## src/rtl/mux_pkg.sv

```systemverilog
// Shared definitions for the 4-to-1 data mux and its select arbiter.
// Latency: n/a (types and constants only).
// Backpressure: n/a.
package mux_pkg;

  localparam int N_IN  = 4;
  localparam int SEL_W = 2;

  // Arbiter FSM encoding
  typedef enum logic {
    ST_IDLE = 1'b0,
    ST_BUSY = 1'b1
  } state_t;

  // Reset pointer: the scan starts at PTR_RST+1, so source 0 wins first
  localparam logic [SEL_W-1:0] PTR_RST = 2'b11;

endpackage

```

## src/rtl/rr_next_picker.sv

```systemverilog
// Round-robin winner pick: first set Req bit scanning circularly from Ptr+1.
// Latency: purely combinational.
// Backpressure: none; Any=0 means no source is requesting.
// Ports: Req[3:0] requests, Ptr[1:0] last winner, Win[1:0] next winner, Any any request.
module rr_next_picker
  import mux_pkg::*;
(
  input  logic [N_IN-1:0]  Req,
  input  logic [SEL_W-1:0] Ptr,
  output logic [SEL_W-1:0] Win,
  output logic             Any
);

  logic [SEL_W-1:0] start;
  logic [N_IN-1:0]  rot;
  logic [SEL_W-1:0] ofs;

  always_comb begin
    start = Ptr + 2'd1;
    // Rotate so bit 0 of rot is the highest-priority source
    rot = '0;
    for (int i = 0; i < N_IN; i++) begin
      rot[i] = Req[start + SEL_W'(i)];
    end
    // Priority encode lowest set bit of the rotated vector
    ofs = '0;
    for (int i = N_IN - 1; i >= 0; i--) begin
      if (rot[i]) ofs = SEL_W'(i);
    end
    // Un-rotate; 2-bit addition wraps mod 4
    Win = start + ofs;
    Any = |Req;
  end

endmodule

```

## src/rtl/rr_sel_arbiter.sv

```systemverilog
// Round-robin arbiter driving the 4-to-1 mux select with one-hot Grant/Valid.
// Latency: Req seen at edge N gives Valid at edge N+1; one dead cycle between grants.
// Backpressure: grant held until Done or Req[Sel] drops (or hold timeout with ARB_TIMEOUT_EN).
// Ports: Clk, Reset_n (async active-low), Req[3:0], Done pulse in;
//        Sel[1:0], Grant[3:0], Valid, TimedOut out (all registered).
// Optional: define ARB_TIMEOUT_EN to force-release a grant after MAX_HOLD cycles.
module rr_sel_arbiter
  import mux_pkg::*;
#(
  parameter int MAX_HOLD = 16,
  parameter int HOLD_W   = 8
) (
  input  logic             Clk,
  input  logic             Reset_n,
  input  logic [N_IN-1:0]  Req,
  input  logic             Done,
  output logic [SEL_W-1:0] Sel,
  output logic [N_IN-1:0]  Grant,
  output logic             Valid,
  output logic             TimedOut
);

  state_t           state_q, state_d;
  logic [SEL_W-1:0] sel_q, sel_d;
  logic [N_IN-1:0]  grant_q, grant_d;
  logic             valid_q, valid_d;
  logic [SEL_W-1:0] ptr_q, ptr_d;

  logic [SEL_W-1:0] win;
  logic             any_req;
  logic             release_now;

  rr_next_picker u_picker (
    .Req (Req),
    .Ptr (ptr_q),
    .Win (win),
    .Any (any_req)
  );

  // Done and a withdrawn request collapse into one release
  assign release_now = Done | ~Req[sel_q];

`ifdef ARB_TIMEOUT_EN
  logic [HOLD_W-1:0] hold_q, hold_d;
  logic              timed_out_q, timed_out_d;
  logic              hold_expired;

  assign hold_expired = (hold_q == HOLD_W'(MAX_HOLD - 1));
  assign TimedOut     = timed_out_q;
`else
  logic unused_cfg;
  assign unused_cfg = (MAX_HOLD > 0) ^ (HOLD_W > 0);
  assign TimedOut   = 1'b0;
`endif

  always_comb begin
    state_d = state_q;
    sel_d   = sel_q;
    grant_d = grant_q;
    valid_d = valid_q;
    ptr_d   = ptr_q;
`ifdef ARB_TIMEOUT_EN
    hold_d      = hold_q;
    timed_out_d = 1'b0;
`endif
    case (state_q)
      ST_IDLE: begin
        valid_d = 1'b0;
        grant_d = '0;
        if (any_req) begin
          sel_d   = win;
          grant_d = N_IN'(1) << win;
          valid_d = 1'b1;
          state_d = ST_BUSY;
`ifdef ARB_TIMEOUT_EN
          hold_d  = '0;
`endif
        end
      end
      ST_BUSY: begin
`ifdef ARB_TIMEOUT_EN
        if (hold_q != '1) hold_d = hold_q + 1'b1;
        if (release_now || hold_expired) begin
          timed_out_d = ~release_now;
`else
        if (release_now) begin
`endif
          // Sel is held through the dead cycle so it never moves under Valid
          valid_d = 1'b0;
          grant_d = '0;
          ptr_d   = sel_q;
          state_d = ST_IDLE;
        end
      end
      default: state_d = ST_IDLE;
    endcase
  end

  always_ff @(posedge Clk or negedge Reset_n) begin
    if (!Reset_n) begin
      state_q <= ST_IDLE;
      sel_q   <= '0;
      grant_q <= '0;
      valid_q <= 1'b0;
      ptr_q   <= PTR_RST;
`ifdef ARB_TIMEOUT_EN
      hold_q      <= '0;
      timed_out_q <= 1'b0;
`endif
    end else begin
      state_q <= state_d;
      sel_q   <= sel_d;
      grant_q <= grant_d;
      valid_q <= valid_d;
      ptr_q   <= ptr_d;
`ifdef ARB_TIMEOUT_EN
      hold_q      <= hold_d;
      timed_out_q <= timed_out_d;
`endif
    end
  end

  assign Sel   = sel_q;
  assign Grant = grant_q;
  assign Valid = valid_q;

endmodule

```

## config.mk

```make
export PLATFORM = sky130hd
export DESIGN_NAME = rr_sel_arbiter
export DESIGN_NICKNAME = d
export VERILOG_FILES = /design/src/rtl/mux_pkg.sv /design/src/rtl/rr_next_picker.sv /design/src/rtl/rr_sel_arbiter.sv
export SDC_FILE = /design/constraint.sdc
export NUM_CORES = 1
export LEC_CHECK = 0
export ABC_CLOCK_PERIOD_IN_PS = 3000
export CAP_MARGIN = 0
export CORE_MARGIN = 1
export CORE_UTILIZATION = 25
export DETAILED_ROUTE_END_ITERATION = 12
export GPL_ROUTABILITY_DRIVEN = 0
export PLACE_DENSITY_LB_ADDON = 0.1
export SETUP_SLACK_MARGIN = 0.5
export SLEW_MARGIN = 40
export SYNTH_ARGS = -nofsm -noshare
export SYNTH_HDL_FRONTEND = slang
export SYNTH_SLANG_ARGS = --single-unit
```

## constraint.sdc

```tcl
create_clock -name Clk -period 3 [get_ports Clk]
set_clock_uncertainty 0.1 [all_clocks]
set_input_delay 0.3 -clock Clk [delete_from_list [all_inputs] [get_ports Clk]]
set_output_delay 0.3 -clock Clk [all_outputs]
set_load 0.01 [all_outputs]
```

==> results of run 1 <==
==> what timing repair did <==
action	CTS	global route
endpoints found under the setup margin	0	5
setup buffers	0	2
gates resized for setup	0	2
==> stage by stage <==
stage	instance area [um2]	util (%)	power, mW
final	873	34.6	0.911
after global routing	873	34.6	0.980
after CTS	856	33.9	0.903
after detailed placement	820	32.5	0.774
after global placement	820	32.5	0.778
after floorplan	674	-	0.635
==> final cells by class <==
type	count	area, um2
inverters	3	11.3
multi-input cells	43	380
fillers	265	1650
repair buffers	16	155
well taps	30	37.5
flip-flops and latches	10	253
clock buffers	4	36.3
==> cells in the mapped netlist <==
master	count
a21oi_1	2
nand2_1	6
a22o_2	1
nand2b_1	1
o311ai_4	1
a21o_1	1
xnor2_2	1
o221ai_1	1
nor2_1	2
and2_1	1
nand4b_2	1
or2_1	1
nor2_2	1
o211ai_2	1
o41ai_2	1
buf_6	2
nor3_1	1
nor3b_2	1
mux2_4	1
mux2_2	3
dfstp_2	2
inv_1	3
mux4_2	1
nor4_2	1
buf_4	1
ha_1	1
xnor2_1	2
dfrtp_1	8
conb_1	1
and2b_2	1
a2bb2oi_1	1
o21ai_0	3
o21a_1	1
a32o_2	1
nor2b_2	1
nand3b_1	1
==> path summary, 6_finish.rpt <==
check                                       end  slack [ns]
min reg2reg                Grant[0]$_DFFE_PN0P_        0.38
max                        Grant[3]$_DFFE_PN0P_        0.67
min                          Sel[1]$_DFFE_PN0P_        0.24
max reg2reg                Grant[3]$_DFFE_PN0P_        0.70
min in group Clk           Grant[0]$_DFFE_PN0P_        0.38
max in group asynchronous  ptr_q[0]$_DFFE_PN1P_        2.22
==> kinds of logic (layout without fill, tap and decap cells) <==
| kind of cell | count (synthesis) | count (layout) |
|---|---|---|
| flip-flops | 10 | 10 |
| XOR/XNOR | 3 | 3 |
| adder cells (fa/ha/maj) | 1 | 1 |
| AO/OA/AOI/OAI | 14 | 14 |
| multiplexers | 5 | 5 |
| AND/OR/NAND/NOR | 19 | 19 |
| other | 1 | 1 |
| buffers and inverters | 6 | 23 |
==> metal layers <==
layer	up-vias	global-route usage, %
met5	-	0
met4	0	6.58
met3	5	2.82
met2	13	15.2
met1	241	16.2
li1	246	-
==> state kept, by name (all words and copies together), names as in the netlist <==
register,flops
Valid,1
state_q,1
Grant,4
ptr_q,2
Sel,2
==> power by group <==
| part | internal, mW | total [mW] | switching, mW |
|---|---|---|---|
| Combinational | 0.284 | 0.518 | 0.234 |
| Sequential | 0.206 | 0.268 | 0.0620 |
| Clock | 0.0738 | 0.126 | 0.0519 |
==> results.json, run 1 <==
{
  "route.vias.total": 505,
  "path_cells": "clkdlybuf4s50_1 > inv_2 > a2bb2oi_1 > o21ai_0 > o21a_1 > ha_1 > xnor2_1 > xnor2_1 > xnor2_2 > a32o_2",
  "synth_warnings": 0,
  "required_ns": 3.06,
  "cp_top_family": "compound AO/OA/AOI/OAI gates",
  "finalSetupViolations": 0,
  "crit_path_frequent_cell": "xnor2_1",
  "ys_seq_area_share_pct": 37.5,
  "rows": 18,
  "timing.rr.start": "ptr_q[1]$_DFFE_PN1P_",
  "slew_viol_final": 0,
  "synth_top_area_cell": "dfrtp_1",
  "die_w_um": 53.9,
  "status": "finished, final reports clean",
  "synthXorXnorAreaFrac_pct": 5.01,
  "first_iter_violations": 6,
  "clockBufferDepth": 2,
  "pre_cts_ws_ns": 0.278,
  "drc": 0,
  "fin_crit_sh_pct": 77.5,
  "synthDistinctLibCells": 36,
  "final_cell_mix": "clkdlybuf4s50_1 (12), dfrtp_1 (8), nand2_1 (6)",
  "die-area_um2": 2910,
  "grt_max_degree": 11,
  "met3_length_um": 54,
  "postSynthAreaPerCell_um2": 11.4,
  "synth_top_area_share_pct": 29.7,
  "wl_met1_um": 705,
  "path_clk_slew_ns": 0.07,
  "area_growth_pct": 29.5,
  "yosys.area_share.simple_pct": 18.6,
  "grt_pass1_wl_um": 2280,
  "dp_hpwl_um": 1010,
  "syn_inst": 59,
  "layout-drive-gt1-share_pct": 35.5,
  "die_h_um": 53.9,
  "layout_setup_ws_ns": 0.674,
  "synthMuxAreaShare_pct": 10.6,
  "critical-path-slowest-cell": "clkdlybuf4s50_1",
  "synth.area.top_cells": "dfrtp_1 (30%), dfstp_2 (7.8%), mux2_2 (5.0%), o311ai_4 (3.9%), buf_6 (3.3%)",
  "ir_worst_vdd_v": 0.000463,
  "rsz0062_at_grt": "no",
  "timing.hold.ws_ns": 0.244,
  "cp.arrival_ns": 2.39,
  "avgRoutedWirePerCell_um": 13.2,
  "netlist_area_um2": 674,
  "fin_nets": 85,
  "cts_hold_buffers": 0,
  "floorplan.initialDensity_pct": 26.7,
  "crit_path_max_fanout": 5,
  "fmax_mhz": 430,
  "dr.pass1.iters": 4,
  "hold_class": "in2async",
  "antenna_found_initial": 0,
  "crit_path_end_kind": "flip-flop",
  "met2_length_um": 603,
  "insertedDiodeCount": 0,
  "cts_root_buf": "clkbuf_4",
  "io_buffers": 13,
  "period_minus_slack_ns": 2.33,
  "path_buf_inv": 2,
  "routed.top_layer": "met4",
  "p_leak_nw": 0.384,
  "cts_inserted_buffers": 3,
  "place_inst": 100,
  "track_usage_pct": 11.4,
  "setup.worst_path.start": "Req[1]",
  "p_per_area_nw_per_um2": 1040,
  "cts_tree": "done",
  "drv_cap": 0,
  "core_area_um2": 2520,
  "ys_seq_elements": 10,
  "critPathMaxStageDelay_ns": 0.50,
  "rr_worst_depth": 9,
  "critPathLaunchType": "input port",
  "tns_ns": 0,
  "drt-vias-per-instance": 4.76,
  "antenna_left": 0,
  "critPathKind": "in2reg",
  "synth_fa_ha_area_share_pct": 1.86,
  "grt_overflow": 0,
  "grt_pass1_vias": 489,
  "clkLatencyLatePin_ns": 0.27,
  "cts_sinks": 10,
  "cp.depth": 10,
  "synth_compound_area_share_pct": 19.9,
  "hold_violations": 0,
  "final_common_cell": "clkdlybuf4s50_1",
  "synth_top_family_by_area": "compound AO/OA/AOI/OAI gates",
  "htreeDepth": 1,
  "wl_um": 1400,
  "boundaryPins": 15,
  "finalNonFillerCells": 106,
  "synth_fp_nets": 67
}
Power figures use the tool's default switching activity.
==> run 2: changes to the inputs <==
- ABC_CLOCK_PERIOD_IN_PS: 3000 -> 2400
- clock period: 3 -> 2.4 ns (I/O delays scaled with it)
==> run 2 against run 1 <==
Against the previous run: total power increased by 33%; cell area rose by 10%; non-clock buffer count is 8 higher; critical path depth is 1 lower; worst hold slack got worse by 0.073 ns; largest cell class unchanged.
==> results.json, run 2 (synthesis results as in run 1) <==
{
  "htreeDepth": 1,
  "crit_path_max_fanout": 5,
  "avgRoutedWirePerCell_um": 13.3,
  "die-area_um2": 2910,
  "die_w_um": 53.9,
  "p_per_area_nw_per_um2": 1260,
  "track_usage_pct": 12.7,
  "combPwrFrac_pct": 59.3,
  "final_cell_mix": "clkdlybuf4s50_1 (11), buf_4 (11), dfrtp_1 (8)",
  "layout-drive-gt1-share_pct": 47.6,
  "p_leak_nw": 0.433,
  "finalSetupViolations": 0,
  "rr_worst_depth": 9,
  "clockBufferDepth": 2,
  "antenna_left": 0,
  "timing.hold.ws_ns": 0.171,
  "swShare_pct": 37.4,
  "hold_violations": 0,
  "grt_pass1_wl_um": 2550,
  "cts_inserted_buffers": 3,
  "fmax_mhz": 462,
  "ir_worst_vdd_v": 0.000574,
  "fin_crit_sh_pct": 90.1,
  "slew_viol_final": 0,
  "drc": 0,
  "largest_reg_flops": 4,
  "die_h_um": 53.9,
  "grt_max_degree": 11,
  "boundaryPins": 15,
  "period_minus_slack_ns": 2.16,
  "regArea_um2": 253,
  "first_iter_violations": 4,
  "floorplan.initialDensity_pct": 26.7,
  "cts_tree": "done",
  "cp.arrival_ns": 2.22,
  "insertedDiodeCount": 0,
  "intPower_mw": 0.761,
  "hold_class": "in2async",
  "dp_hpwl_um": 1150,
  "route.vias.total": 524,
  "antenna_found_initial": 0,
  "seq_power_share_pct": 27.7,
  "io_buffers": 13,
  "cts_hold_buffers": 0,
  "grt_pass1_vias": 533,
  "path_clk_slew_ns": 0.08,
  "pre_cts_ws_ns": -0.142,
  "grt_overflow": 0,
  "final.fill_count": 267,
  "switchingPower_mw": 0.454,
  "layout_setup_ws_ns": 0.237,
  "rows": 18,
  "clock_power_share_pct": 13.0,
  "rsz0062_at_grt": "yes",
  "wl_um": 1510,
  "drt-vias-per-instance": 4.60,
  "cts_sinks": 10,
  "core_area_um2": 2520,
  "crit_path_end_kind": "flip-flop",
  "multi_input_area_um2": 414,
  "fin_nets": 93,
  "critPathKind": "reg2reg",
  "dr.pass1.iters": 2,
  "critPathLaunchType": "flip-flop",
  "status": "finished, final reports clean",
  "area_growth_pct": 42.7,
  "cts_root_buf": "clkbuf_4",
  "required_ns": 2.46,
  "clkLatencyLatePin_ns": 0.27,
  "drv_cap": 0
}
==> run 2: cell count changes in the layout (fill, tap and decap cells not counted), sizes merged <==
cell,delta
clkdlybuf4s50,-1
dlymetal6s2s,-1
buf,+8
dlygate4sd2,+2
==> run 2: repair_timing <==
item	4_1_cts	5_1_grt
setup endpoints to repair	5	5
setup buffers	1	0
hold endpoints to repair	0	0
resized for setup	4	0
pin swaps	2	1
==> run 2: worst paths after layout <==
kind,startpoint,endpoint,slack [ns]
worst min-delay path,Reset_n,Grant[3]$_DFFE_PN0P_,0.17
worst max-delay path,ptr_q[1]$_DFFE_PN1P_,Sel[1]$_DFFE_PN0P_,0.24
worst min register to register,Valid$_DFFE_PN0P_,Valid$_DFFE_PN0P_,0.38
max in group asynchronous,Reset_n,ptr_q[0]$_DFFE_PN1P_,1.69
min in group Clk,Valid$_DFFE_PN0P_,Valid$_DFFE_PN0P_,0.38
worst max register to register,ptr_q[1]$_DFFE_PN1P_,Sel[1]$_DFFE_PN0P_,0.24
==> run 2: critical path, stage by stage (launching register included) <==
cell and delay [ns]:
dfstp_2 0.57, nand2_1 0.07, a21oi_2 0.13, o221ai_1 0.12, o21a_1 0.13, ha_2 0.18
xnor2_2 0.14, xnor2_2 0.15, xnor2_2 0.18, mux2_4 0.28
==> run 2: layer usage <==
metal  vias up  GRT usage, %  share of wire, %
li1        259             -                 -
met1       251          17.9                50
met2        10          18.1                45
met3         4          2.54               3.2
met4         0          6.58               1.4
met5         -             0                 0
==> run 2: layout make-up <==
class                           count  area share (%)
Tap cell                           30            3.90
Multi-Input combinational cell     43            43.0
Sequential cell                    10            26.3
Clock buffer                        4            3.77
Inverter                            3            1.17
Timing Repair Buffer               24            21.8
==> run 2: power by group through the flow <==
stage	logic, mW	registers (mW)	clock network [mW]
floorplan	0.532	0.331	0
global placement	0.707	0.350	0
detailed placement	0.707	0.348	0
CTS	0.730	0.339	0.163
global route	0.785	0.349	0.176
finish	0.721	0.337	0.158
==> run 2: per-stage QoR <==
| step | util (%) | instance area (um2) | cells | power [mW] | setup TNS, ns |
|---|---|---|---|---|---|
| 4_1_cts | 38.1 | 962 | 114 | 1.23 | 0 |
| 6_report | 38.1 | 962 | 114 | 1.22 | 0 |
| 2_1_floorplan | - | 698 | 59 | 0.863 | 0 |
| 5_1_grt | 38.1 | 962 | 114 | 1.31 | 0 |
| 3_3_place_gp | 36.1 | 911 | 109 | 1.06 | -0.524 |
| 3_5_place_dp | 36.1 | 911 | 109 | 1.06 | -0.573 |
